File: config.mk
export PLATFORM = sky130hd
export DESIGN_NAME = div_seq_ctrl
export DESIGN_NICKNAME = d
export VERILOG_FILES = /design/src/rtl/div_seq_ctrl.sv
export SDC_FILE = /design/constraint.sdc
export NUM_CORES = 1
export LEC_CHECK = 0
export ABC_AREA = 1
export BUFFER_PORTS_ARGS = -buffer_cell sky130_fd_sc_hd__buf_2
export CAP_MARGIN = 10
export CELL_PAD_IN_SITES_DETAIL_PLACEMENT = 2
export CELL_PAD_IN_SITES_GLOBAL_PLACEMENT = 2
export CORE_ASPECT_RATIO = 1.5
export CORE_UTILIZATION = 32
export CTS_CLUSTER_DIAMETER = 40
export DETAILED_ROUTE_END_ITERATION = 10
export GPL_ROUTABILITY_DRIVEN = 1
export GPL_TIMING_DRIVEN = 0
export PLACE_DENSITY_LB_ADDON = 0.1
export RECOVER_POWER = 100
export SKIP_CTS_REPAIR_TIMING = 1
export SLEW_MARGIN = 20
export SYNTH_ARGS = -nofsm -noshare
export SYNTH_HDL_FRONTEND = slang
export SYNTH_SLANG_ARGS = --single-unit
File: constraint.sdc
create_clock -name clk -period 3.3 [get_ports clk]
set_clock_uncertainty 0.1 [all_clocks]
set_input_delay 0 -clock clk [delete_from_list [all_inputs] [get_ports clk]]
set_output_delay 0 -clock clk [all_outputs]
set_load 0.005 [all_outputs]
File: src/rtl/div_seq_ctrl.sv
`default_nettype none
// ============================================================================
//  Module   : div_seq_ctrl
//  Purpose  : Multi-cycle sequencer for DIV/DIVU. A WIDTH-iteration restoring
//             divider with a control FSM (IDLE -> CALC -> FIX -> IDLE),
//             operand latches and HI/LO result registers. The pipeline stalls
//             while busy is high and samples lo/hi after the done pulse.
//
//  Ports    : clk          system clock, all state changes on rising edge
//             rst          synchronous active-high reset (highest priority)
//             start        divide request, only accepted in IDLE
//             is_unsigned  1 = DIVU, 0 = DIV (two's complement)
//             a, b         dividend / divisor, latched on accepted start
//             cancel       abort an in-flight divide (pipeline flush)
//             busy         high while a divide is in flight
//             done         one-cycle pulse when lo/hi are updated
//             lo, hi       quotient / remainder registers
//
//  Config   : DIV_ZERO_FAST_EN - when defined, a zero divisor skips CALC and
//             the divide-by-zero result is committed one edge after start.
//             Results are identical with or without it; only latency changes.
//
//  Revision : 1.0 - initial release
// ============================================================================
module div_seq_ctrl #(
  parameter int WIDTH = 32
) (
  input  logic             clk,
  input  logic             rst,
  input  logic             start,
  input  logic             is_unsigned,
  input  logic [WIDTH-1:0] a,
  input  logic [WIDTH-1:0] b,
  input  logic             cancel,
  output logic             busy,
  output logic             done,
  output logic [WIDTH-1:0] lo,
  output logic [WIDTH-1:0] hi
);

  localparam int             CW   = $clog2(WIDTH) + 1;
  localparam logic [CW-1:0]  LAST = CW'(WIDTH - 1);

  typedef enum logic [1:0] {
    IDLE = 2'd0,
    CALC = 2'd1,
    FIX  = 2'd2
  } state_t;

  state_t           state;
  state_t           state_nxt;

  logic [CW-1:0]    count;
  logic [WIDTH-1:0] rem;
  logic [WIDTH-1:0] quot;
  logic [WIDTH-1:0] dvsr;
  logic             sign_q;
  logic             sign_r;

  logic             load;
  logic             step;
  logic             commit;

  // --------------------------------------------------------------------------
  // Operand conditioning. The signedness is folded into the two sign flags at
  // start, so is_unsigned itself needs no register afterwards.
  // --------------------------------------------------------------------------
  logic             a_neg;
  logic             b_neg;
  logic [WIDTH-1:0] a_mag;
  logic [WIDTH-1:0] b_mag;
  logic             fast_zero;

  assign a_neg = ~is_unsigned & a[WIDTH-1];
  assign b_neg = ~is_unsigned & b[WIDTH-1];
  // Magnitude of the most negative value wraps to itself, which is exactly
  // the unsigned magnitude the divider needs (gives the overflow result).
  assign a_mag = a_neg ? (~a + 1'b1) : a;
  assign b_mag = b_neg ? (~b + 1'b1) : b;

`ifdef DIV_ZERO_FAST_EN
  assign fast_zero = (b == '0);
`else
  assign fast_zero = 1'b0;
`endif

  // --------------------------------------------------------------------------
  // One restoring step: shift {rem,quot} left, trial-subtract the divisor.
  // rem < dvsr keeps the shifted value below 2*dvsr, so the (WIDTH+1)-bit
  // difference is negative exactly when its top bit is set.
  // --------------------------------------------------------------------------
  logic [WIDTH:0]   shifted;
  logic [WIDTH:0]   trial;
  logic             fits;
  logic [WIDTH-1:0] rem_step;
  logic [WIDTH-1:0] quot_step;

  assign shifted   = {rem, quot[WIDTH-1]};
  assign trial     = shifted - {1'b0, dvsr};
  assign fits      = ~trial[WIDTH];
  assign rem_step  = fits ? trial[WIDTH-1:0] : shifted[WIDTH-1:0];
  assign quot_step = {quot[WIDTH-2:0], fits};

  // Sign fix-up of the magnitude results.
  logic [WIDTH-1:0] lo_fix;
  logic [WIDTH-1:0] hi_fix;

  assign lo_fix = sign_q ? (~quot + 1'b1) : quot;
  assign hi_fix = sign_r ? (~rem  + 1'b1) : rem;

  // --------------------------------------------------------------------------
  // FSM state register
  // --------------------------------------------------------------------------
  always_ff @(posedge clk) begin
    if (rst) begin
      state <= IDLE;
    end else begin
      state <= state_nxt;
    end
  end

  // --------------------------------------------------------------------------
  // FSM next-state and control decode
  // --------------------------------------------------------------------------
  always_comb begin
    state_nxt = state;
    busy      = (state != IDLE);
    load      = 1'b0;
    step      = 1'b0;
    commit    = 1'b0;
    unique case (state)
      IDLE: begin
        // cancel is meaningless here; start always wins.
        if (start) begin
          load      = 1'b1;
          state_nxt = fast_zero ? FIX : CALC;
        end
      end
      CALC: begin
        if (cancel) begin
          state_nxt = IDLE;
        end else begin
          step = 1'b1;
          if (count == LAST) begin
            state_nxt = FIX;
          end
        end
      end
      FIX: begin
        state_nxt = IDLE;
        commit    = ~cancel;
      end
      default: begin
        state_nxt = IDLE;
      end
    endcase
  end

  // --------------------------------------------------------------------------
  // Datapath and result registers. lo/hi change only on commit, both at once.
  // --------------------------------------------------------------------------
  always_ff @(posedge clk) begin
    if (rst) begin
      count  <= '0;
      rem    <= '0;
      quot   <= '0;
      dvsr   <= '0;
      sign_q <= 1'b0;
      sign_r <= 1'b0;
      lo     <= '0;
      hi     <= '0;
      done   <= 1'b0;
    end else begin
      done <= 1'b0;
      if (load) begin
        count  <= '0;
        // A fast zero-divide preloads what 32 steps would have produced.
        rem    <= fast_zero ? a_mag : '0;
        quot   <= fast_zero ? '1    : a_mag;
        dvsr   <= b_mag;
        sign_q <= a_neg ^ b_neg;
        sign_r <= a_neg;
      end else if (step) begin
        count <= count + CW'(1);
        rem   <= rem_step;
        quot  <= quot_step;
      end
      if (commit) begin
        lo   <= lo_fix;
        hi   <= hi_fix;
        done <= 1'b1;
      end
    end
  end

endmodule
`default_nettype wire

==> reports/metrics.csv <==
stage;metric;value;unit
sta;f_max;0.320;GHz
clock_network;CTS max path bufs;2;
global_routing;largest net degree at the start of global routing;20;
sta;Final Max Slew Viols;0;
critical_path;worst path arrival time;3440;ps
placement;PortBufs;133;
flow_run;number of max-cap violations;0;
hold_path;Worst Hold Depth;4;
floorplan;# IOs;135;
critical_path;r2r worst-path depth;8;
clock_network;TritonCTS clock tree;done;
placement;Placed Area;0.0137;mm^2
routing;drt wl/cell;22.5;um
global_routing;initial antenna violation count;1;
routing;drt drc;0;
clock_network;H-tree lvl count;4;
synth;number of synthesized flops with an enable pin;0;
sta;number of hold violations in the final report;1;
floorplan;placement row count;88;
critical_path;CP Buf/Inv Count;4;
sta;RSZ-0062 raised after global routing;false;
clock_network;Root Buffer;clkbuf_16;
critical_path;Crit-path slowest cell;dlygate4sd3_1;
synth;Yosys top cell area share;27.6;%
hold_path;Worst Hold Class;input pin to register;
global_routing;Congestion Overflow GR;0;
finish;layout cells sized above 1;9.03;%
power;Worst VDD drop;270;uV
critical_path;crit path max fanout;10;
sta;Worst Tran Pin Value;849;ps
clock_network;Clk pin slew, worst setup/hold paths;90;ps
sta;WHS;-16.9;ps
routing;Post-DRT Antenna Nets;0;
clock_network;worst skew pair latency;470;ps
synth;Cells after Synth;2034;
placement;DPL Wire Length;49200;um
global_routing;GRT Resource Usage Total;29.8;%
finish;P&R area growth vs syn;20.5;%
routing;vias;14600;
synth;Syn Std Cell Area;0.0124;mm^2
global_routing;vias in the first global route;15200;
floorplan;Initial Utilization;32.4;%
routing;initial drt markers;478;
power;Leak;7.32;nW
sta;period utilisation layout;94.8;%
clock_network;Num CTS Buffers;17;
finish;final net count;2365;
synth;Syn. warnings;0;
synth;Top FF cell, synth;dfxtp_1;
clock_network;clock sink count;171;
critical_path;crit-path max cell delay;600;ps
synth;Synth Register Bits;171;
run_status;status;finished, violations left;
sta;crit path time final;3130;ps
routing;vias per cell;5.27;
critical_path;Top cell by count, worst path;nor2_1;
floorplan;Core Box Area;0.0383;mm^2
power;total power per unit cell area;416;mW/mm^2
global_routing;first-pass GRT wire length;88000;um
critical_path;Crit path required time;3610;ps
critical_path;CP Cell Sequence;nor2_1 > nand2_1 > buf_2 > nor2_1 > inv_1 > clkbuf_1 > o21ai_0 > dlygate4sd3_1;
power;Tot Pwr;6.22;mW
sta;Slew HR;43.0;%
run_status;failing checks;negative hold slack;
sta;Final TNS setup;0;ps
critical_path;Worst setup SP type;register;
synth;post-synthesis async set-or-reset flop share;0;%
critical_path;Critical Path Stages;8;
synth;Avg Inst Size Synth;6.10;um^2
floorplan;Die Footprint;0.0396;mm^2
synth;area leader, netlist;dfxtp_1;
floorplan;Die Ht;243;um
synth;sequential area share after synthesis;27.6;%
sta;final setup violating endpoints;0;
synth;synth unique cells;51;
synth;Synth area leaders;dfxtp_1 28%, nand2_1 17%, inv_1 11%;
critical_path;critical path endpoint category;register;
synth;Mapped Nets;2141;
floorplan;die width;163;um
routing;drt first pass iters;5;
finish;design area;0.0150;mm^2
critical_path;critical path's top delay family;buffers and inverters;
placement;routability cong.;0.924;
routing;DRT Wirelength;62300;um
critical_path;crit path kind;register to register;
cell type report:
cell class / instances / area [um^2]
Fill cell: 4908 / 23400
Multi-Input combinational cell: 1423 / 7270
Sequential cell: 171 / 3420
Inverter: 368 / 1380
Timing Repair Buffer: 205 / 1350
Tap cell: 495 / 619
Clock buffer: 17 / 425
Buffer: 72 / 318
Clock inverter: 15 / 173
Antenna cell: 1 / 2.50
flip-flops by register name (all words and copies together), names as in the netlist:
register / cells
hi: 32
dvsr: 32
lo: 32
quot: 32
rem: 32
done: 1
count: 6
sign_r: 1
state: 2
sign_q: 1
kinds of logic after synthesis:
family | count (synthesis) | share of synthesized area (%)
AO/OA/AOI/OAI | 375 | 17.9
flip-flops | 171 | 27.6
AND/OR/NAND/NOR | 949 | 32.7
adder cells (fa/ha/maj) | 38 | 3.89
XOR/XNOR | 61 | 4.31
buffers and inverters | 440 | 13.7
worst register-to-register path, delay by kind of cell (launching register included):
| kind | cells | cell delay [ps] |
|---|---|---|
| and+or+nand+nor | 3 | 840 |
| buffers and inverters | 4 | 1570 |
| DFF | 1 | 340 |
| AOI/OAI and AO/OA | 1 | 230 |
placed cells by master, fill, tap and decap left out, types with 72 or more instances in the layout:
| cell | synthesis | routed |
|---|---|---|
| nand2_1 | 549 | 549 |
| inv_1 | 357 | 357 |
| dfxtp_1 | 171 | 171 |
| nor2_1 | 146 | 150 |
| nand3_1 | 147 | 147 |
| a21oi_1 | 138 | 138 |
| o21ai_0 | 116 | 118 |
| buf_2 | 5 | 107 |
| clkbuf_1 | 56 | 86 |
| dlygate4sd3_1 | 0 | 72 |
cell usage after synthesis (4+ instances only):
library cell and count:
nand2_1 549, inv_1 357, dfxtp_1 171, nand3_1 147
nor2_1 146, a21oi_1 138, o21ai_0 116, clkbuf_1 56
xor2_1 56, nor3_1 40, ha_1 37, o22ai_1 22
o211ai_1 17, nand4_1 14, o21a_1 11, o211ai_2 10
a21oi_2 9, nor2_2 9, o21ai_1 9, o21bai_1 9
a31oi_1 8, nor4_1 8, o221ai_1 8, inv_2 7
nand2_2 7, nor3_2 6, buf_1 5, buf_2 5
buf_6 5, xnor2_1 5, clkinv_1 4, nand2_4 4
o21ai_2 4, o31ai_1 4, or2_2 4
layer usage:
| layer | part of all wire [%] | global-route usage (%) |
|---|---|---|
| met1 | 35 | 28.7 |
| met2 | 56 | 59.4 |
| met3 | 1.8 | 2.75 |
| met4 | 6.7 | 17.6 |
| met5 | 0 | 0 |
report_power, final:
part / leakage, nW / switching (mW) / internal (mW) / total (mW)
clock: 0.293 / 1.06 / 1.02 / 2.09
sequential: 1.39 / 0.0984 / 2.14 / 2.24
combinational: 5.64 / 1.32 / 0.573 / 1.89
total: 7.32 / 2.48 / 3.74 / 6.22
worst paths after layout:
kind / from / end / slack (ps)
max: state[1] / dvsr[0] / 170
min: b[22] / dvsr[22] / -20
max reg2reg: state[1] / dvsr[0] / 170
min reg2reg: count[1] / count[1] / 390
metrics by stage:
step	cells	setup slack (ps)	util [%]
global route	2767	45.9	39.0
CTS	2694	295	37.3
floorplan	2034	1010	-
detailed placement	2662	397	35.7
global placement	2662	495	35.7
finish	2767	172	39.0
Note: power is estimated with default switching activity, not from simulation.
